## src/rtl/ring_buffer_replay_pkg.sv

```systemverilog
// Shared constants and pointer helpers for the replayable ring buffer.
package ring_buffer_pkg;
  localparam int DEF_DATA_WIDTH  = 4;
  localparam int DEF_DATA_OF_SET = 4;
  localparam int DEF_BUFFER_SIZE = 4;

  function automatic int unsigned wrap_inc(input int unsigned ptr, input int unsigned size);
    return (ptr >= size - 1) ? 0 : ptr + 1;
  endfunction
endpackage

```

## src/rtl/ring_buffer_replay_if.sv

```systemverilog
// Producer/consumer handshake, replay controls and occupancy status of the ring buffer.
interface ring_buffer_replay_if import ring_buffer_pkg::*; #(
  parameter int DATA_WIDTH  = DEF_DATA_WIDTH,
  parameter int DATA_OF_SET = DEF_DATA_OF_SET,
  parameter int BUFFER_SIZE = DEF_BUFFER_SIZE
);
  localparam int CW = $clog2(BUFFER_SIZE + 1);

  logic                                   in_valid;
  logic                                   in_ready;
  logic [DATA_OF_SET-1:0][DATA_WIDTH-1:0] din;
  logic                                   out_valid;
  logic                                   out_ready;
  logic [DATA_OF_SET-1:0][DATA_WIDTH-1:0] dout;
  logic                                   mark;
  logic                                   rewind;
  // 'release' is a reserved word, hence the longer name
  logic                                   release_mark;
  logic [CW-1:0]                          used;
  logic [CW-1:0]                          readable;
  logic                                   almost_full;
  logic                                   almost_empty;

  modport master (
    output in_valid, din, out_ready, mark, rewind, release_mark,
    input  in_ready, out_valid, dout, used, readable, almost_full, almost_empty
  );
  modport slave (
    input  in_valid, din, out_ready, mark, rewind, release_mark,
    output in_ready, out_valid, dout, used, readable, almost_full, almost_empty
  );
endinterface

```

## src/rtl/ring_buffer_replay_wrap_ptr.sv

```systemverilog
// Modulo-SIZE pointer; load beats inc so a rewind wins over a same-cycle pop.
module rb_wrap_ptr import ring_buffer_pkg::*; #(
  parameter int SIZE = DEF_BUFFER_SIZE,
  parameter int PW   = $clog2(SIZE)
) (
  input  logic          clk,
  input  logic          rst_n,
  input  logic          inc,
  input  logic          load,
  input  logic [PW-1:0] load_val,
  output logic [PW-1:0] ptr
);
  logic [PW-1:0] ptr_q, ptr_d;

  always_comb begin
    ptr_d = ptr_q;
    if (load)     ptr_d = load_val;
    else if (inc) ptr_d = PW'(wrap_inc(32'(ptr_q), SIZE));
  end

  always_ff @(posedge clk or negedge rst_n)
    if (!rst_n) ptr_q <= '0;
    else        ptr_q <= ptr_d;

  assign ptr = ptr_q;
endmodule

```

## src/rtl/ring_buffer_replay.sv

```systemverilog
// Multi-lane FWFT ring buffer with mark/rewind replay of a retained window.
module ring_buffer_replay import ring_buffer_pkg::*; #(
  parameter int DATA_WIDTH  = DEF_DATA_WIDTH,
  parameter int DATA_OF_SET = DEF_DATA_OF_SET,
  parameter int BUFFER_SIZE = DEF_BUFFER_SIZE,
  parameter int AF_LEVEL    = 3,
  parameter int AE_LEVEL    = 1
) (
  input logic                   clk,
  input logic                   rst_n,
  ring_buffer_replay_if.slave   bus
);
  localparam int PW = $clog2(BUFFER_SIZE);
  localparam int CW = $clog2(BUFFER_SIZE + 1);

  typedef logic [DATA_OF_SET-1:0][DATA_WIDTH-1:0] entry_t;

  entry_t        mem_q [BUFFER_SIZE];
  logic [PW-1:0] wptr, rptr, mptr_q, mptr_d;
  logic          mark_active_q, mark_active_d;
  logic [CW-1:0] used_q, used_d, readable_q, readable_d;
  logic          full, push, pop, rew_act, rel_act, mark_act;

  // Priority resolves on the raw pulses: any rewind masks release and mark
  always_comb begin
    full     = (used_q == CW'(BUFFER_SIZE));
    push     = bus.in_valid && !full;
    pop      = (readable_q != '0) && bus.out_ready && !bus.rewind;
    rew_act  = bus.rewind && mark_active_q;
    rel_act  = bus.release_mark && !bus.rewind;
    mark_act = bus.mark && !bus.rewind && !bus.release_mark;
  end

  always_comb begin
    mptr_d        = mptr_q;
    mark_active_d = mark_active_q;
    readable_d    = readable_q + CW'(push) - CW'(pop);
    // While marked, popped entries stay retained until release or re-mark
    used_d        = used_q + CW'(push) - CW'(pop && !mark_active_q);
    if (rew_act) begin
      readable_d = used_q + CW'(push);
    end else if (rel_act) begin
      mark_active_d = 1'b0;
      used_d        = readable_d;
    end else if (mark_act) begin
      mptr_d        = rptr;
      mark_active_d = 1'b1;
      used_d        = readable_q + CW'(push);
    end
  end

  always_ff @(posedge clk or negedge rst_n)
    if (!rst_n) begin
      mptr_q        <= '0;
      mark_active_q <= 1'b0;
      used_q        <= '0;
      readable_q    <= '0;
    end else begin
      mptr_q        <= mptr_d;
      mark_active_q <= mark_active_d;
      used_q        <= used_d;
      readable_q    <= readable_d;
    end

  always_ff @(posedge clk)
    if (push) mem_q[wptr] <= bus.din;

  rb_wrap_ptr #(.SIZE(BUFFER_SIZE), .PW(PW)) u_wptr (
    .clk(clk), .rst_n(rst_n), .inc(push), .load(1'b0), .load_val('0), .ptr(wptr)
  );
  rb_wrap_ptr #(.SIZE(BUFFER_SIZE), .PW(PW)) u_rptr (
    .clk(clk), .rst_n(rst_n), .inc(pop), .load(rew_act), .load_val(mptr_q), .ptr(rptr)
  );

  assign bus.in_ready     = !full;
  assign bus.out_valid    = (readable_q != '0);
  assign bus.dout         = (readable_q != '0) ? mem_q[rptr] : '0;
  assign bus.used         = used_q;
  assign bus.readable     = readable_q;
  assign bus.almost_full  = (used_q >= CW'(AF_LEVEL));
  assign bus.almost_empty = (readable_q <= CW'(AE_LEVEL));
endmodule

```

## src/flat_wrapper.sv

```systemverilog
// flat-port wrapper written by rule: the top's interface ports become plain ports
module ring_buffer_replay_flat import ring_buffer_pkg::*;
#(
  parameter int DATA_WIDTH  = DEF_DATA_WIDTH,
  parameter int DATA_OF_SET = DEF_DATA_OF_SET,
  parameter int BUFFER_SIZE = DEF_BUFFER_SIZE,
  parameter int AF_LEVEL    = 3,
  parameter int AE_LEVEL    = 1
)
  (clk, rst_n, bus_in_valid, bus_din, bus_out_ready, bus_mark, bus_rewind, bus_release_mark, bus_in_ready, bus_out_valid, bus_dout, bus_used, bus_readable, bus_almost_full, bus_almost_empty);
  ring_buffer_replay_if #(.DATA_WIDTH(DATA_WIDTH), .DATA_OF_SET(DATA_OF_SET), .BUFFER_SIZE(BUFFER_SIZE)) bus_i ();
  input logic clk;
  input logic rst_n;
  input wire logic [$bits(bus_i.in_valid)-1:0] bus_in_valid;
  input wire logic [$bits(bus_i.din)-1:0] bus_din;
  input wire logic [$bits(bus_i.out_ready)-1:0] bus_out_ready;
  input wire logic [$bits(bus_i.mark)-1:0] bus_mark;
  input wire logic [$bits(bus_i.rewind)-1:0] bus_rewind;
  input wire logic [$bits(bus_i.release_mark)-1:0] bus_release_mark;
  output wire logic [$bits(bus_i.in_ready)-1:0] bus_in_ready;
  output wire logic [$bits(bus_i.out_valid)-1:0] bus_out_valid;
  output wire logic [$bits(bus_i.dout)-1:0] bus_dout;
  output wire logic [$bits(bus_i.used)-1:0] bus_used;
  output wire logic [$bits(bus_i.readable)-1:0] bus_readable;
  output wire logic [$bits(bus_i.almost_full)-1:0] bus_almost_full;
  output wire logic [$bits(bus_i.almost_empty)-1:0] bus_almost_empty;
  assign bus_i.in_valid = bus_in_valid;
  assign bus_i.din = bus_din;
  assign bus_i.out_ready = bus_out_ready;
  assign bus_i.mark = bus_mark;
  assign bus_i.rewind = bus_rewind;
  assign bus_i.release_mark = bus_release_mark;
  assign bus_in_ready = bus_i.in_ready;
  assign bus_out_valid = bus_i.out_valid;
  assign bus_dout = bus_i.dout;
  assign bus_used = bus_i.used;
  assign bus_readable = bus_i.readable;
  assign bus_almost_full = bus_i.almost_full;
  assign bus_almost_empty = bus_i.almost_empty;
  ring_buffer_replay #(.DATA_WIDTH(DATA_WIDTH), .DATA_OF_SET(DATA_OF_SET), .BUFFER_SIZE(BUFFER_SIZE), .AF_LEVEL(AF_LEVEL), .AE_LEVEL(AE_LEVEL)) u_core (.clk(clk), .rst_n(rst_n), .bus(bus_i));
endmodule
```

## config.mk

```make
export PLATFORM = sky130hd
export DESIGN_NAME = ring_buffer_replay_flat
export DESIGN_NICKNAME = d
export VERILOG_FILES = /design/src/rtl/ring_buffer_replay_pkg.sv /design/src/rtl/ring_buffer_replay_if.sv /design/src/rtl/ring_buffer_replay_wrap_ptr.sv /design/src/rtl/ring_buffer_replay.sv /design/src/flat_wrapper.sv
export SDC_FILE = /design/constraint.sdc
export NUM_CORES = 1
export LEC_CHECK = 0
export CAP_MARGIN = 10
export CORE_ASPECT_RATIO = 1.1
export CORE_MARGIN = 2
export CORE_UTILIZATION = 54
export DETAILED_ROUTE_END_ITERATION = 16
export PLACE_DENSITY = 0.87
export SLEW_MARGIN = 0
export SYNTH_ARGS = -nofsm -noshare
export SYNTH_HDL_FRONTEND = slang
export SYNTH_SLANG_ARGS = --single-unit
```

## constraint.sdc

```tcl
create_clock -name clk -period 3.2 [get_ports clk]
set_input_delay 0.8 -clock clk [delete_from_list [all_inputs] [get_ports clk]]
set_output_delay 0.8 -clock clk [all_outputs]
set_load 0.01 [all_outputs]
```

==> Word level (Yosys, flattened, before mapping) <==
Memories as Yosys holds them, arrays and structs flattened.
Index checks and enable logic that the tools add are counted.
{ "word_totals": {"register_bits": 13, "latchBits": 0, "ramBits": 64, "romBits": 0, "input_bits": 23, "output_inout_bits": 26, "word_cells": 50, "mem_count": 1} }
{ "classes": {"add_sub_neg": 6, "multipliers": 0, "div_mod_pow": 0, "n_lt_le_gt_ge": 4, "eq_ne": 1, "shift": 0, "mux": 13, "n_bitwise": 2, "reduce_logical": 17} }
{ "memory_table": {"columns": ["name", "depth", "width", "rd", "rd_clocked_by_memory_dff", "write_ports", "line_no", "source"], "rows": [
  ["u_core.mem_q", 4, 16, 1, 0, 1, "ring_buffer_replay.sv:18", "entry_t mem_q [BUFFER_SIZE];"]
]} }
{ "ops": {"columns": ["op", "count"], "rows": [
  ["$mux 16", 1],
  ["$mux 3", 4],
  ["$logic_and 1x1->1", 8],
  ["$mux 2", 4],
  ["$add 3x1->3", 2],
  ["$sub 3x1->3", 2],
  ["$add 2x1->2 const B", 2],
  ["$ge 2x2->1 const B", 2],
  ["$logic_not 1->1", 4],
  ["$mux 1", 4],
  ["$reduce_bool 2->1", 2],
  ["$eq 3x3->1 const B", 1],
  ["$ge 3x2->1 const B", 1],
  ["$le 3x1->1 const B", 1],
  ["$reduce_and 3->1", 1],
  ["$reduce_bool 3->1", 1],
  ["$not 1->1", 2],
  ["$reduce_and 2->1", 1]
]} }

==> Longest topological paths before layout <==
Gate-level depths: netlist (run 1).
{ "logic_depth": {"ltp_word": 8, "depth_mapped": 10, "depth_no_buf": 9} }

==> Hierarchy <==
From an unflattened synthesis (run 1), not the netlist that was laid out.
{ "hier_totals": {"hier_cells": 187, "area_unflattened_um2": 3266.9} }
{ "modules_own_cells": {"columns": ["module", "instances", "cells_each", "area_each_um2", "seq_area_each_um2"], "rows": [
  ["ring_buffer_replay", 1, 167, 3036.7, 2147.1],
  ["rb_wrap_ptr", 2, 10, 115.1, 50.0]
]} }

==> Worst setup path before layout (run 1) <==
No wires, ideal clock.
{ "synth_path": {"path_type": "register to register", "from": "register u_core.used_q[1] (netlist: u_core.bus.used[1])", "to": "register u_core.used_q[2] (netlist: u_core.bus.used[2])", "setup_time_ps": 122, "t_arrival_ps": 2344, "t_required_ps": 3078, "setup_slack_ps": 734, "stages_incl_launch_ff": 10, "path_buffers": 1, "synth_period_minus_slack_ps": 2466, "cell_sequence": "dfrtp_1 > or3b_1 > clkbuf_1 > and2_4 > ha_1 > inv_1 > ha_1 > ha_1 > xor2_1 > a2111oi_1"} }
{ "synth_between": {"elab_chain_cells": 8, "word_cells_on_any_way": 10, "cone_classes": "4 x add/sub; 1 x eq/ne; 3 x mux; 2 x reduce/logical"} }
{ "synth_lines": {"columns": ["element", "line_no", "source"], "rows": [
  ["from (decl)", "ring_buffer_replay.sv:21", "logic [CW-1:0] used_q, used_d, readable_q, readable_d;"],
  ["from (signal assigned)", "ring_buffer_replay.sv:61", "used_q <= used_d;"],
  ["$eq 3x3->1 (*)", "ring_buffer_replay.sv:26", "full = (used_q == CW'(BUFFER_SIZE));"],
  ["$logic_not 1->1 (*)", null, null],
  ["via bus_in_ready", "flat_wrapper.sv:20", "output wire logic [$bits(bus_i.in_ready)-1:0] bus_in_ready;"],
  ["$logic_and 1x1->1 (*)", "ring_buffer_replay.sv:27", "push = bus.in_valid && !full;"],
  ["via u_core.push", "ring_buffer_replay.sv:22", "logic full, push, pop, rew_act, rel_act, mark_act;"],
  ["$add 3x1->3", "ring_buffer_replay.sv:39", "used_d = used_q + CW'(push) - CW'(pop && !mark_active_q);"],
  ["$sub 3x1->3", "ring_buffer_replay.sv:39", null],
  ["$mux 3", "ring_buffer_replay.sv:45", "end else if (mark_act) begin"],
  ["$mux 3", "ring_buffer_replay.sv:42", "end else if (rel_act) begin"],
  ["$mux 3 (*)", "ring_buffer_replay.sv:40", "if (rew_act) begin"],
  ["via u_core.used_d[2]", "ring_buffer_replay.sv:21", null]
]} }
Mark *: on every way through the listed nets, which the timed path passes. The rest lies on a longest branch.
A chain may end at the register's enable or synchronous reset.

==> Worst setup path after layout (run 1) <==
{ "layout_path": {"from": "register u_core.readable_q[0] (netlist: u_core.bus.readable[0])", "to": "output bus_dout[6]"} }
{ "layout_between": {"elab_chain_cells": 2} }
{ "layout_lines": {"columns": ["element", "line_no", "source"], "rows": [
  ["from (decl)", "ring_buffer_replay.sv:21", null],
  ["from (signal assigned)", "ring_buffer_replay.sv:62", "readable_q <= readable_d;"],
  ["$reduce_bool 3->1", "ring_buffer_replay.sv:77", "assign bus.dout = (readable_q != '0) ? mem_q[rptr] : '0;"],
  ["$mux 16", "ring_buffer_replay.sv:77", null],
  ["to (decl)", "flat_wrapper.sv:22", "output wire logic [$bits(bus_i.dout)-1:0] bus_dout;"]
]} }
Every way passes these cells.

==> flow_summary.html, run 1 <==
<table>
<tr><th>Metric</th><th>Value</th></tr>
<tr><th colspan="2">Setup path</th></tr>
<tr><td>Chain of cells forming the critical path</td><td>nor3_2 -&gt; clkinvlp_4 -&gt; buf_4 -&gt; and2_1 -&gt; clkdlybuf4s50_1</td></tr>
<tr><td>Slowest stage delay, CP</td><td>0.48 ns</td></tr>
<tr><td>Setup CP Type</td><td>register to primary output</td></tr>
<tr><td>Worst-path cell with the longest stage delay</td><td>clkdlybuf4s50_1</td></tr>
<tr><td>Required time worst endpoint</td><td>2.40 ns</td></tr>
<tr><td>Worst EP arrival</td><td>2.27 ns</td></tr>
<tr><td>Crit Path Max Fanout</td><td>9</td></tr>
<tr><td>Critical Path End Type</td><td>primary output</td></tr>
<tr><td>Crit path launch type</td><td>register</td></tr>
<tr><th colspan="2">Detailed routing</th></tr>
<tr><td>Drt first-iter violations</td><td>90</td></tr>
<tr><td>Post-route antenna net violation count</td><td>0</td></tr>
<tr><td>DR pass1 iterations</td><td>5</td></tr>
<tr><td>Vias per inst</td><td>between 5 and 6</td></tr>
<tr><td>Total detailed-routing wirelength</td><td>5.85 mm</td></tr>
<tr><td>Routed wirelength normalized by instance count</td><td>between 15 and 20 µm</td></tr>
<tr><td>Via count</td><td>1837</td></tr>
<tr><td>DRC violation count after routing</td><td>0</td></tr>
<tr><th colspan="2">Clock tree</th></tr>
<tr><td>Clock latency on the worst-skew pair</td><td>0.34 ns</td></tr>
<tr><td>CTS tree</td><td>done</td></tr>
<tr><td>Hold buffers post-CTS</td><td>0</td></tr>
<tr><td>Number of sinks driven by the clock tree</td><td>77</td></tr>
<tr><td>Num CTS Buffers</td><td>9</td></tr>
<tr><td>Number of levels the H-tree was split into</td><td>3</td></tr>
<tr><td>Clock input transition at the sequential cells of the worst setup and hold paths</td><td>0.08 ns</td></tr>
<tr><td>Master cell of the clock root buffer</td><td>clkbuf_8</td></tr>
<tr><td>Longest Clk Path Bufs</td><td>2</td></tr>
<tr><th colspan="2">Synth</th></tr>
<tr><td>Combinational family with the most area after synthesis</td><td>multiplexers</td></tr>
<tr><td>Synth Area in Simple Gates</td><td>0.0754</td></tr>
<tr><td>Yosys warning count</td><td>0</td></tr>
<tr><td>Synthesized-area fraction occupied by xor and xnor cells</td><td>0.0105</td></tr>
<tr><td>Register area share after synthesis</td><td>0.674</td></tr>
<tr><td>Compound-gate portion of the synthesized area</td><td>0.0323</td></tr>
<tr><td>Synth cell types</td><td>33</td></tr>
<tr><td>Flip-flop and latch count after synthesis</td><td>between 70 and 80</td></tr>
<tr><td>Avg Synthesized Cell Area</td><td>17.6 µm²</td></tr>
<tr><td>Syn Nets</td><td>225</td></tr>
<tr><td>Post-Syn Instances</td><td>189</td></tr>
<tr><td>Post-Syn Area</td><td>3330 µm²</td></tr>
<tr><td>Adder and majority cell fraction of the synthesized area</td><td>0.0488</td></tr>
<tr><td>Multiplexer area fraction after synthesis</td><td>0.136</td></tr>
<tr><th colspan="2">Layout</th></tr>
<tr><td>Post-layout util</td><td>0.677</td></tr>
<tr><td>Layout filler cell count</td><td>438</td></tr>
<tr><td>Footprint of the multi-input gates</td><td>1010 µm²</td></tr>
<tr><td>Most frequent cells in the layout</td><td>64 x edfxtp_1, 48 x clkdlybuf4s50_1, 16 x mux4_1, 16 x and2_1</td></tr>
<tr><td>Sequential cell area</td><td>2250 µm²</td></tr>
<tr><td>Most common cell after layout, fill and taps aside</td><td>edfxtp_1</td></tr>
<tr><td>Relative area change from synthesis to final layout</td><td>23.5%</td></tr>
<tr><td>Layout cell share with drive strength beyond 1</td><td>0.102</td></tr>
<tr><td>Number of nets in the finished design</td><td>285</td></tr>
<tr><td>Antenna diode count</td><td>0</td></tr>
<tr><th colspan="2">Worst hold path</th></tr>
<tr><td>Type of the most critical hold path</td><td>register to register</td></tr>
<tr><th colspan="2">Floorplan</th></tr>
<tr><td>Die Span X</td><td>78.9 µm</td></tr>
<tr><td>IO Count</td><td>49</td></tr>
<tr><td>Standard-cell rows</td><td>30</td></tr>
<tr><td>Die height</td><td>86.4 µm</td></tr>
<tr><td>Effective utilization at floorplan</td><td>0.548</td></tr>
<tr><td>Die Outline Area</td><td>6820 µm²</td></tr>
<tr><td>Area of the core region</td><td>6080 µm²</td></tr>
<tr><th colspan="2">Place</th></tr>
<tr><td>Total of buffers placed on input and output ports</td><td>48</td></tr>
<tr><td>Worst slack after detailed placement</td><td>0.338 ns</td></tr>
<tr><td>Placer Congestion</td><td>0.896</td></tr>
<tr><td>Total half-perimeter wirelength after legalization and detailed placement</td><td>3.73 mm</td></tr>
<tr><th colspan="2">Power</th></tr>
<tr><td>Worst IR drop on VDD</td><td>0.515 mV</td></tr>
<tr><td>Leakage</td><td>approximately 1.5 nW</td></tr>
<tr><td>Power per cell area</td><td>884 nW/µm²</td></tr>
<tr><th colspan="2">Timing</th></tr>
<tr><td>Final Slew Violations</td><td>0</td></tr>
<tr><td>Max Clock Skew</td><td>0.00616 ns</td></tr>
<tr><td>Final Hold Viols</td><td>0</td></tr>
<tr><td>Worst rel slew slack</td><td>0.501</td></tr>
<tr><td>Share of the cycle needed by the critical path after routing</td><td>0.958</td></tr>
<tr><td>Count of endpoints failing setup in the final report</td><td>0</td></tr>
<tr><td>Final min period</td><td>between 3 and 4 ns</td></tr>
<tr><td>Worst path setup slack after routing</td><td>0.134 ns</td></tr>
<tr><td>Max Clk Rate</td><td>0.326 GHz</td></tr>
<tr><td>Tightest Pin Transition</td><td>0.749 ns</td></tr>
<tr><th colspan="2">Global routing</th></tr>
<tr><td>Total global-route track usage</td><td>0.192</td></tr>
<tr><td>Pin count of the biggest net entering global routing</td><td>21</td></tr>
<tr><td>Grt total ovfl</td><td>0</td></tr>
<tr><td>Number of antenna violations at the first check in global routing</td><td>0</td></tr>
<tr><td>Global-route wire length before repair</td><td>9.34 mm</td></tr>
<tr><td>Vias in the first global route</td><td>1872</td></tr>
<tr><th colspan="2">Run</th></tr>
<tr><td>Max-capacitance violation count</td><td>0</td></tr>
<tr><th colspan="2">Run status</th></tr>
<tr><td>Outcome</td><td>finished clean</td></tr>
</table>
-- layer usage --
metal | vias up | track usage | share of wire
met3 | 2 | 0.0531 | 0.046
li1 | 865 | - | -
met1 | 919 | 0.230 | 0.44
met5 | - | 0 | 0
met4 | 0 | 0.0658 | 0.0038
met2 | 51 | 0.336 | 0.51
-- final cells by class --
| cell class | count | share of cell area |
|---|---|---|
| clock buffer | 9 | 0.0301 |
| clock inverter | 7 | 0.0158 |
| inverter | 9 | 0.00912 |
| multi-input combinational | 97 | 0.245 |
| sequential | 77 | 0.546 |
| tap | 80 | 0.0243 |
| timing repair buffer | 55 | 0.129 |
-- kinds of logic after synthesis --
family	after synthesis
xor+xnor	4
fa+ha+maj	13
flops	77
buf+inv	15
mux	19
simple gates	43
compound gates	18
-- through the flow --
step / cell area, µm² / cells / hold slack (ns) / TNS, ns / power [mW]
after floorplan: 3330 / 189 / 0.481 / 0 / 2.31
after global placement: 3910 / 316 / 0.493 / 0 / 2.90
after detailed placement: 3910 / 316 / 0.497 / 0 / 2.95
after CTS: 4100 / 332 / 0.515 / 0 / 3.66
after global routing: 4120 / 334 / 0.527 / -0.197 / 3.86
final: 4120 / 334 / 0.522 / 0 / 3.64
-- worst max-delay path: cells and delay by family (launching register included) --
| kind | cells | cell delay, ns |
|---|---|---|
| buf+inv | 3 | 0.87 |
| simple gates | 2 | 0.62 |
| flops | 1 | 0.43 |
-- worst paths after layout --
| path | cells after the start | start | endpoint | slack [ns] |
|---|---|---|---|---|
| worst max-delay path | 5 | u_core.bus.readable[0]$_DFF_PN0_ | bus_dout[6] | 0.13 |
| max in group asynchronous | 1 | rst_n | u_core.mark_active_q$_DFFE_PN0P_ | 1.96 |
| worst min register to register | 1 | u_core.mptr_q[0]$_DFFE_PN0P_ | u_core.mptr_q[0]$_DFFE_PN0P_ | 0.52 |
| min in group asynchronous | 1 | rst_n | u_core.bus.used[1]$_DFF_PN0_ | 0.84 |
| worst max register to register | 8 | u_core.bus.used[1]$_DFF_PN0_ | u_core.bus.used[2]$_DFF_PN0_ | 0.70 |
| worst min-delay path | 1 | u_core.mptr_q[0]$_DFFE_PN0P_ | u_core.mptr_q[0]$_DFFE_PN0P_ | 0.52 |
-- flip-flops by register name, summed over array words and instances, names as in the netlist --
register and cells:
u_core.mptr_q 2, u_core.u_rptr.ptr 2, u_core.mem_q 64, u_core.bus.used 3, u_core.u_wptr.ptr 2, u_core.bus.readable 3, u_core.mark_active_q 1
-- timing repair --
item,CTS,global route
gates resized for setup,0,1
setup endpoints to repair,0,15
buffers inserted,0,2
-- synth_stat cells (all sizes together) --
| cell | count | area, µm² |
|---|---|---|
| buf | 4 | 36.3 |
| inv | 9 | 33.8 |
| mux4 | 16 | 420 |
| a21oi | 5 | 25.0 |
| mux2 | 2 | 22.5 |
| clkbuf | 2 | 7.51 |
| a22oi | 2 | 15.0 |
| and3 | 4 | 25.0 |
| a31oi | 1 | 6.26 |
| a21o | 1 | 7.51 |
| dfrtp | 13 | 325 |
| nand2 | 3 | 11.3 |
| and4 | 1 | 8.76 |
| a2111oi | 1 | 10.0 |
| xnor2 | 2 | 17.5 |
| nand3 | 2 | 10.0 |
| or3b | 1 | 8.76 |
| edfxtp | 64 | 1920 |
| o21ai | 7 | 35.0 |
| nor3 | 3 | 20.0 |
| ha | 13 | 163 |
| and2 | 17 | 109 |
| mux2i | 1 | 10.0 |
| o31a | 1 | 8.76 |
| nor4b | 1 | 8.76 |
| or4 | 1 | 7.51 |
| nand2b | 2 | 12.5 |
| xor2 | 2 | 17.5 |
| nor2 | 8 | 30.0 |
-- power by group --
part	switching [mW]	internal, mW	total (mW)
registers	0.138	1.34	1.48
clock network	0.341	0.356	0.697
logic	0.643	0.822	1.46
Note: power is estimated with default switching activity, not from simulation.
==> inputs of run 2 (changes only) <==
--- a/config.mk
+++ b/config.mk
@@ -10,7 +10,8 @@
 export CORE_MARGIN = 2
 export CORE_UTILIZATION = 54
 export DETAILED_ROUTE_END_ITERATION = 16
-export PLACE_DENSITY = 0.87
+export GPL_TIMING_DRIVEN = 0
+export PLACE_DENSITY = 0.79
 export SLEW_MARGIN = 0
 export SYNTH_ARGS = -nofsm -noshare
 export SYNTH_HDL_FRONTEND = slang
==> run 2 against run 1 <==
Flip-flop and latch count is the same. Register-to-register slack lost 0.06 ns. Wire length shrank 3.1%. First-iteration DRC count grew 37%. Highest routed layer unchanged. Setup slack gained 0.046 ns. Fmax grew 1.5%. Critical path depth is the same. Largest cell class unchanged. Global-route usage shrank 1.2 points. Combinational power grew 5%. Sequential power is essentially flat.
==> flow_summary.html, run 2 (synthesized netlist as in run 1, its figures left out) <==
<table>
<tr><th>Metric</th><th>Value</th></tr>
<tr><th colspan="2">Clock tree</th></tr>
<tr><td>Number of levels the H-tree was split into</td><td>3 (unchanged)</td></tr>
<tr><td>Hold buffers post-CTS</td><td>0 (unchanged)</td></tr>
<tr><td>Num CTS Buffers</td><td>9 (unchanged)</td></tr>
<tr><td>Master cell of the clock root buffer</td><td>clkbuf_8 (unchanged)</td></tr>
<tr><td>Clock latency on the worst-skew pair</td><td>0.34 ns (about the same)</td></tr>
<tr><td>CTS tree</td><td>done (unchanged)</td></tr>
<tr><td>Longest Clk Path Bufs</td><td>2 (unchanged)</td></tr>
<tr><td>Clock input transition at the sequential cells of the worst setup and hold paths</td><td>0.08 ns (about the same)</td></tr>
<tr><td>Number of sinks driven by the clock tree</td><td>77 (unchanged)</td></tr>
<tr><th colspan="2">Worst hold path</th></tr>
<tr><td>Endpoint, Worst Hold</td><td>u_core.mptr_q[0]$_DFFE_PN0P_ (unchanged)</td></tr>
<tr><td>Worst Hold Path Cells</td><td>1 (unchanged)</td></tr>
<tr><td>Hold path start</td><td>u_core.mptr_q[0]$_DFFE_PN0P_ (unchanged)</td></tr>
<tr><td>Type of the most critical hold path</td><td>register to register (unchanged)</td></tr>
<tr><th colspan="2">Place</th></tr>
<tr><td>Total half-perimeter wirelength after legalization and detailed placement</td><td>3.68 mm (was 3.73 mm)</td></tr>
<tr><td>Post-place instance area</td><td>3920 µm² (was 3910 µm²)</td></tr>
<tr><td>Placer Congestion</td><td>0.836 (was 0.896)</td></tr>
<tr><td>Total of buffers placed on input and output ports</td><td>48 (unchanged)</td></tr>
<tr><th colspan="2">Detailed routing</th></tr>
<tr><td>Drt first-iter violations</td><td>123 (was 90)</td></tr>
<tr><td>DR pass1 iterations</td><td>4 (was 5)</td></tr>
<tr><td>Via count</td><td>1854 (was 1837)</td></tr>
<tr><td>Vias per inst</td><td>5.50 (about the same)</td></tr>
<tr><td>Total detailed-routing wirelength</td><td>5.67 mm (was 5.85 mm)</td></tr>
<tr><td>Routed wirelength normalized by instance count</td><td>16.8 µm (was 17.5 µm)</td></tr>
<tr><td>DRC violation count after routing</td><td>0 (unchanged)</td></tr>
<tr><td>Post-route antenna net violation count</td><td>0 (unchanged)</td></tr>
<tr><th colspan="2">Layout</th></tr>
<tr><td>Most common cell after layout, fill and taps aside</td><td>edfxtp_1 (unchanged)</td></tr>
<tr><td>Most frequent cells in the layout</td><td>64 x edfxtp_1, 48 x clkdlybuf4s50_1, 16 x mux4_1, 16 x and2_1 (unchanged)</td></tr>
<tr><td>Flip-flop count of the largest register after layout</td><td>64 (unchanged)</td></tr>
<tr><td>Antenna diode count</td><td>0 (unchanged)</td></tr>
<tr><td>Number of nets in the finished design</td><td>288 (was 285)</td></tr>
<tr><td>Layout cell share with drive strength beyond 1</td><td>0.101 (was 0.102)</td></tr>
<tr><td>Most flop-heavy register</td><td>u_core.mem_q (unchanged)</td></tr>
<tr><td>Relative area change from synthesis to final layout</td><td>24.6% (was 23.5%)</td></tr>
<tr><td>Fin area</td><td>4150 µm² (was 4120 µm²)</td></tr>
<tr><th colspan="2">Setup path</th></tr>
<tr><td>Required time worst endpoint</td><td>2.40 ns (about the same)</td></tr>
<tr><td>Worst EP arrival</td><td>2.22 ns (was 2.27 ns)</td></tr>
<tr><td>Worst-path cell with the longest stage delay</td><td>mux4_1 (was clkdlybuf4s50_1)</td></tr>
<tr><td>Cells on worst reg2reg path</td><td>9 (was 8)</td></tr>
<tr><td>Critical Path End Type</td><td>primary output (unchanged)</td></tr>
<tr><td>Launch instance of the worst register-to-register path</td><td>u_core.bus.used[1]$_DFF_PN0_ (unchanged)</td></tr>
<tr><td>Endpoint of the worst-slack reg-to-reg timing path</td><td>u_core.bus.used[2]$_DFF_PN0_ (unchanged)</td></tr>
<tr><td>Slowest stage delay, CP</td><td>0.56 ns (was 0.48 ns)</td></tr>
<tr><td>Kind of cell with the highest combined delay on the critical path</td><td>buffers and inverters (unchanged)</td></tr>
<tr><td>Reg-to-reg setup timing slack</td><td>0.64 ns (was 0.70 ns)</td></tr>
<tr><td>Setup CP Type</td><td>register to primary output (unchanged)</td></tr>
<tr><td>Combined buffer and inverter count along the critical path</td><td>3 (unchanged)</td></tr>
<tr><td>Crit Path Max Fanout</td><td>5 (was 9)</td></tr>
<tr><td>Chain of cells forming the critical path</td><td>buf_6 -&gt; buf_4 -&gt; mux4_1 -&gt; and2_1 -&gt; clkdlybuf4s50_1 (was nor3_2 -&gt; clkinvlp_4 -&gt; buf_4 -&gt; and2_1 -&gt; clkdlybuf4s50_1)</td></tr>
<tr><td>Crit path launch type</td><td>register (unchanged)</td></tr>
<tr><th colspan="2">Floorplan</th></tr>
<tr><td>Effective utilization at floorplan</td><td>0.548 (unchanged)</td></tr>
<tr><td>IO Count</td><td>49 (unchanged)</td></tr>
<tr><td>Area of the core region</td><td>6080 µm² (unchanged)</td></tr>
<tr><td>Die Outline Area</td><td>6820 µm² (unchanged)</td></tr>
<tr><td>Standard-cell rows</td><td>30 (unchanged)</td></tr>
<tr><td>Die Span X</td><td>78.9 µm (unchanged)</td></tr>
<tr><td>Die height</td><td>86.4 µm (unchanged)</td></tr>
<tr><th colspan="2">Global routing</th></tr>
<tr><td>Pin count of the biggest net entering global routing</td><td>17 (was 21)</td></tr>
<tr><td>Number of antenna violations at the first check in global routing</td><td>0 (unchanged)</td></tr>
<tr><td>Global-route wire length before repair</td><td>8.73 mm (was 9.34 mm)</td></tr>
<tr><td>Grt total ovfl</td><td>0 (unchanged)</td></tr>
<tr><td>Vias in the first global route</td><td>1777 (was 1872)</td></tr>
<tr><td>Total global-route track usage</td><td>0.180 (was 0.192)</td></tr>
<tr><th colspan="2">Timing</th></tr>
<tr><td>Count of endpoints failing setup in the final report</td><td>0 (unchanged)</td></tr>
<tr><td>Final Slew Violations</td><td>0 (unchanged)</td></tr>
<tr><td>Final Hold Viols</td><td>0 (unchanged)</td></tr>
<tr><td>Max Clock Skew</td><td>0.00709 ns (was 0.00616 ns)</td></tr>
<tr><td>Worst rel slew slack</td><td>0.411 (was 0.501)</td></tr>
<tr><td>Final min period</td><td>3.02 ns (was 3.07 ns)</td></tr>
<tr><td>Share of the cycle needed by the critical path after routing</td><td>0.944 (was 0.958)</td></tr>
<tr><td>Setup total negative slack</td><td>0 ns (unchanged)</td></tr>
<tr><td>Unrepaired setup endpoints after global routing</td><td>no</td></tr>
<tr><td>Max Clk Rate</td><td>0.331 GHz (was 0.326 GHz)</td></tr>
<tr><td>Tightest Pin Transition</td><td>0.884 ns (was 0.749 ns)</td></tr>
<tr><th colspan="2">Power</th></tr>
<tr><td>Worst IR drop on VDD</td><td>0.463 mV (was 0.515 mV)</td></tr>
<tr><td>Power per cell area</td><td>893 nW/µm² (was 884 nW/µm²)</td></tr>
<tr><td>Leakage</td><td>1.56 nW (was 1.55 nW)</td></tr>
<tr><th colspan="2">Run</th></tr>
<tr><td>Max-capacitance violation count</td><td>0 (unchanged)</td></tr>
<tr><th colspan="2">Run status</th></tr>
<tr><td>Outcome</td><td>finished clean (unchanged)</td></tr>
</table>
[run 2: through the flow]
stage	cells	hold WS, ns	utilization	power (mW)	worst slack, ns
final	337	0.517	0.683	3.71	0.180
after global routing	337	0.533	0.683	3.94	0.0763
after CTS	333	0.520	0.677	3.71	0.0227
after detailed placement	317	0.504	0.644	2.97	0.268
after global placement	317	0.497	0.644	2.94	0.291
after floorplan	189	0.481	-	2.31	0.734
[run 2: area by class of cell]
class	count	area (µm²)
clock buffers	13	159
clock inverters	3	43.8
multi-input cells	97	1020
fillers	426	1930
inverters	9	33.8
plain buffers	6	43.8
well taps	80	100
flip-flops and latches	77	2250
repair buffers	52	510
[run 2: worst register-to-register path, cell delays in order, from the launching register on]
cell	delay [ns]
dfrtp_1	0.41
or3b_1	0.37
clkbuf_1	0.19
and2_4	0.22
ha_1	0.30
inv_1	0.05
ha_1	0.19
ha_1	0.18
xor2_1	0.16
a2111oi_1	0.39
[run 2: how the worst max path moves through the flow]
stage,endpoint,cells past startpoint,start,slack [ns]
3_5_place_dp,u_core.bus.used[2]$_DFF_PN0_,8,bus_in_valid,0.27
5_1_grt,bus_dout[9],5,u_core.bus.readable[2]$_DFF_PN0_,0.08
6_report,bus_dout[4],5,u_core.u_rptr.ptr[0]$_DFFE_PN0P_,0.18
2_1_floorplan,u_core.bus.used[2]$_DFF_PN0_,9,u_core.bus.used[1]$_DFF_PN0_,0.73
4_1_cts,bus_dout[9],5,u_core.bus.readable[1]$_DFF_PN0_,0.02
3_3_place_gp,u_core.bus.used[2]$_DFF_PN0_,8,bus_in_valid,0.29
[run 2: power by group]
group	internal [mW]	leakage, nW	total (mW)	switching [mW]
Sequential	1.34	0.738	1.45	0.103
Clock	0.405	0.104	0.737	0.332
Combinational	0.848	0.723	1.53	0.679
[run 2: repair_timing]
action                     in CTS  in global routing
setup endpoints to repair       0                  9
setup buffers                   0                  4
resized for setup               0                  1
[run 2: per-layer routing]
metal / wire length (µm) / vias up / GRT usage / share of wire
met5: 0 / - / 0 / 0
met4: 85 / 0 / 0.0611 / 0.015
met2: 2880 / 41 / 0.302 / 0.51
met3: 222 / 7 / 0.0594 / 0.039
met1: 2480 / 937 / 0.222 / 0.44
li1: - / 869 / - / -
==> inputs of run 3 (changes only) <==
--- a/config.mk
+++ b/config.mk
@@ -7,7 +7,7 @@
 export LEC_CHECK = 0
 export CAP_MARGIN = 10
 export CORE_ASPECT_RATIO = 1.1
-export CORE_MARGIN = 2
+export CORE_MARGIN = 3
 export CORE_UTILIZATION = 54
 export DETAILED_ROUTE_END_ITERATION = 16
 export GPL_TIMING_DRIVEN = 0
==> run 3 against run 2 <==
Die area rose by 4.9%. Flip-flop and latch count did not move. Sequential share of layout area rose by 0.098 points. Critical path depth did not move. Design area fell by 0.18%. Largest power group unchanged. Highest routed layer unchanged.
==> flow_summary.html, run 3 (synthesized netlist as in run 1, its figures left out) <==
<table>
<tr><th>Metric</th><th>Value</th></tr>
<tr><th colspan="2">Run status</th></tr>
<tr><td>Outcome</td><td>finished clean (unchanged)</td></tr>
<tr><th colspan="2">Global routing</th></tr>
<tr><td>Pin count of the biggest net entering global routing</td><td>17 (unchanged)</td></tr>
<tr><td>Vias in the first global route</td><td>1947 (was 1777)</td></tr>
<tr><td>Total global-route track usage</td><td>0.181 (was 0.180)</td></tr>
<tr><td>Number of antenna violations at the first check in global routing</td><td>0 (unchanged)</td></tr>
<tr><td>Global-route wire length before repair</td><td>9.33 mm (was 8.73 mm)</td></tr>
<tr><td>Grt total ovfl</td><td>0 (unchanged)</td></tr>
<tr><th colspan="2">Clock tree</th></tr>
<tr><td>CTS tree</td><td>done (unchanged)</td></tr>
<tr><td>Clock latency on the worst-skew pair</td><td>0.33 ns (was 0.34 ns)</td></tr>
<tr><td>Longest Clk Path Bufs</td><td>2 (unchanged)</td></tr>
<tr><td>Num CTS Buffers</td><td>9 (unchanged)</td></tr>
<tr><td>Hold buffers post-CTS</td><td>0 (unchanged)</td></tr>
<tr><td>Number of sinks driven by the clock tree</td><td>77 (unchanged)</td></tr>
<tr><td>Master cell of the clock root buffer</td><td>clkbuf_8 (unchanged)</td></tr>
<tr><td>Clock input transition at the sequential cells of the worst setup and hold paths</td><td>0.07 ns (was 0.08 ns)</td></tr>
<tr><td>Number of levels the H-tree was split into</td><td>3 (unchanged)</td></tr>
<tr><th colspan="2">Floorplan</th></tr>
<tr><td>Die Span X</td><td>80.9 µm (was 78.9 µm)</td></tr>
<tr><td>IO Count</td><td>49 (unchanged)</td></tr>
<tr><td>Standard-cell rows</td><td>29 (was 30)</td></tr>
<tr><td>Die Outline Area</td><td>7150 µm² (was 6820 µm²)</td></tr>
<tr><td>Die height</td><td>88.4 µm (was 86.4 µm)</td></tr>
<tr><td>Area of the core region</td><td>5880 µm² (was 6080 µm²)</td></tr>
<tr><td>Effective utilization at floorplan</td><td>0.567 (was 0.548)</td></tr>
<tr><th colspan="2">Power</th></tr>
<tr><td>Power per cell area</td><td>912 nW/µm² (was 893 nW/µm²)</td></tr>
<tr><td>Leakage</td><td>1.55 nW (was 1.56 nW)</td></tr>
<tr><td>Worst IR drop on VDD</td><td>0.494 mV (was 0.463 mV)</td></tr>
<tr><th colspan="2">Layout</th></tr>
<tr><td>Footprint of the multi-input gates</td><td>1020 µm² (unchanged)</td></tr>
<tr><td>Fin area</td><td>4150 µm² (about the same)</td></tr>
<tr><td>Layout cell share with drive strength beyond 1</td><td>0.0830 (was 0.101)</td></tr>
<tr><td>Post-layout util</td><td>0.705 (was 0.683)</td></tr>
<tr><td>Flip-flop count of the largest register after layout</td><td>64 (unchanged)</td></tr>
<tr><td>Most common cell after layout, fill and taps aside</td><td>edfxtp_1 (unchanged)</td></tr>
<tr><td>Most frequent cells in the layout</td><td>64 x edfxtp_1, 48 x clkdlybuf4s50_1, 16 x mux4_1, 16 x and2_1 (unchanged)</td></tr>
<tr><td>Most flop-heavy register</td><td>u_core.mem_q (unchanged)</td></tr>
<tr><td>Non-filler cells in the finished layout</td><td>330 (was 337)</td></tr>
<tr><td>Antenna diode count</td><td>0 (unchanged)</td></tr>
<tr><td>Layout filler cell count</td><td>403 (was 426)</td></tr>
<tr><td>Number of nets in the finished design</td><td>284 (was 288)</td></tr>
<tr><td>Relative area change from synthesis to final layout</td><td>24.4% (was 24.6%)</td></tr>
<tr><td>Sequential cell area</td><td>2250 µm² (unchanged)</td></tr>
<tr><th colspan="2">Timing</th></tr>
<tr><td>Share of the cycle needed by the critical path after routing</td><td>0.959 (was 0.944)</td></tr>
<tr><td>Tightest Pin Transition</td><td>0.868 ns (was 0.884 ns)</td></tr>
<tr><td>Final Slew Violations</td><td>0 (unchanged)</td></tr>
<tr><td>Unrepaired setup endpoints after global routing</td><td>no (unchanged)</td></tr>
<tr><td>Worst rel slew slack</td><td>0.421 (was 0.411)</td></tr>
<tr><td>Max Clk Rate</td><td>0.326 GHz (was 0.331 GHz)</td></tr>
<tr><td>Max Clock Skew</td><td>0.00775 ns (was 0.00709 ns)</td></tr>
<tr><td>Count of endpoints failing setup in the final report</td><td>0 (unchanged)</td></tr>
<tr><td>Final Hold Viols</td><td>0 (unchanged)</td></tr>
<tr><td>Hold slack</td><td>0.513 ns (was 0.517 ns)</td></tr>
<tr><td>Final min period</td><td>3.07 ns (was 3.02 ns)</td></tr>
<tr><td>Setup total negative slack</td><td>0 ns (unchanged)</td></tr>
<tr><th colspan="2">Setup path</th></tr>
<tr><td>Worst EP arrival</td><td>2.27 ns (was 2.22 ns)</td></tr>
<tr><td>Combined buffer and inverter count along the critical path</td><td>3 (unchanged)</td></tr>
<tr><td>Critical Path End Type</td><td>primary output (unchanged)</td></tr>
<tr><td>Setup CP Type</td><td>register to primary output (unchanged)</td></tr>
<tr><td>Slowest stage delay, CP</td><td>0.57 ns (was 0.56 ns)</td></tr>
<tr><td>Kind of cell with the highest combined delay on the critical path</td><td>buffers and inverters (unchanged)</td></tr>
<tr><td>Required time worst endpoint</td><td>2.40 ns (about the same)</td></tr>
<tr><td>Crit Path Max Fanout</td><td>10 (was 5)</td></tr>
<tr><td>Worst-path cell with the longest stage delay</td><td>mux4_1 (unchanged)</td></tr>
<tr><td>Chain of cells forming the critical path</td><td>buf_6 -&gt; buf_8 -&gt; mux4_1 -&gt; and2_1 -&gt; clkdlybuf4s50_1 (was buf_6 -&gt; buf_4 -&gt; mux4_1 -&gt; and2_1 -&gt; clkdlybuf4s50_1)</td></tr>
<tr><td>Crit path launch type</td><td>register (unchanged)</td></tr>
<tr><th colspan="2">Detailed routing</th></tr>
<tr><td>DRC violation count after routing</td><td>0 (unchanged)</td></tr>
<tr><td>Routed wirelength normalized by instance count</td><td>17.6 µm (was 16.8 µm)</td></tr>
<tr><td>Drt first-iter violations</td><td>60 (was 123)</td></tr>
<tr><td>Total detailed-routing wirelength</td><td>5.82 mm (was 5.67 mm)</td></tr>
<tr><td>DR pass1 iterations</td><td>4 (unchanged)</td></tr>
<tr><td>Post-route antenna net violation count</td><td>0 (unchanged)</td></tr>
<tr><td>Via count</td><td>1835 (was 1854)</td></tr>
<tr><td>Vias per inst</td><td>5.56 (was 5.50)</td></tr>
<tr><th colspan="2">Worst hold path</th></tr>
<tr><td>Type of the most critical hold path</td><td>register to register (unchanged)</td></tr>
<tr><th colspan="2">Run</th></tr>
<tr><td>Max-capacitance violation count</td><td>0 (unchanged)</td></tr>
<tr><th colspan="2">Place</th></tr>
<tr><td>Total of buffers placed on input and output ports</td><td>48 (unchanged)</td></tr>
<tr><td>Placer Congestion</td><td>0.829 (was 0.836)</td></tr>
<tr><td>Post-place instance area</td><td>3910 µm² (was 3920 µm²)</td></tr>
<tr><td>Total half-perimeter wirelength after legalization and detailed placement</td><td>3.84 mm (was 3.68 mm)</td></tr>
<tr><td>Cell count after placement</td><td>314 (was 317)</td></tr>
</table>
## run 3: cell count changes in the layout (fill, tap and decap cells not counted), sizes merged
cell	change
inv	-1
buf	-4
clkinv	+2
clkbuf	-3
bufinv	+2
## run 3: layout make-up
class	instances	share of cell area
Multi-Input combinational cell	97	0.245
Inverter	9	0.00815
Buffer	6	0.0106
Clock inverter	6	0.0244
Timing Repair Buffer	48	0.116
Sequential cell	77	0.542
Tap cell	77	0.0232
Clock buffer	10	0.0308
## run 3: through the flow
stage | worst slack, ns | power, mW
5_1_grt | 0.0263 | 4.00
2_1_floorplan | 0.734 | 2.31
3_3_place_gp | 0.273 | 2.92
6_report | 0.130 | 3.78
4_1_cts | 0.0900 | 3.81
3_5_place_dp | 0.226 | 2.96
## run 3: worst reg2reg max path, cell delays in order, from the launching register on
cell	delay, ns
dfrtp_1	0.42
or3b_1	0.38
clkbuf_1	0.18
and2_4	0.22
ha_1	0.18
ha_1	0.30
inv_1	0.05
ha_1	0.19
xor2_1	0.16
a2111oi_1	0.41
## run 3: routing by layer
layer	track usage	part of all wire
met1	0.212	0.41
met2	0.328	0.55
met3	0.0316	0.029
met4	0.0753	0.012
met5	0	0
## run 3: repair_timing
action                     in CTS  in global routing
setup endpoints to repair       9                  6
resized for setup               1                  1
buffers inserted                0                  0
## run 3: path summary, 6_finish.rpt
path / from / end / slack [ns] / cells past startpoint
min in group asynchronous: rst_n / u_core.bus.used[0]$_DFF_PN0_ / 0.86 / 1
worst max register to register: u_core.bus.used[1]$_DFF_PN0_ / u_core.bus.used[2]$_DFF_PN0_ / 0.60 / 9
worst max-delay path: u_core.u_rptr.ptr[0]$_DFFE_PN0P_ / bus_dout[13] / 0.13 / 5
worst min register to register: u_core.mptr_q[1]$_DFFE_PN0P_ / u_core.mptr_q[1]$_DFFE_PN0P_ / 0.51 / 1
worst min-delay path: u_core.mptr_q[1]$_DFFE_PN0P_ / u_core.mptr_q[1]$_DFFE_PN0P_ / 0.51 / 1
max in group asynchronous: rst_n / u_core.u_rptr.ptr[0]$_DFFE_PN0P_ / 1.91 / 1
## run 3: where the power goes
part | internal (mW) | leakage, nW | switching, mW
clock network | 0.511 | 0.113 | 0.331
registers | 1.34 | 0.738 | 0.108
logic | 0.822 | 0.703 | 0.666
total | 2.68 | 1.55 | 1.11
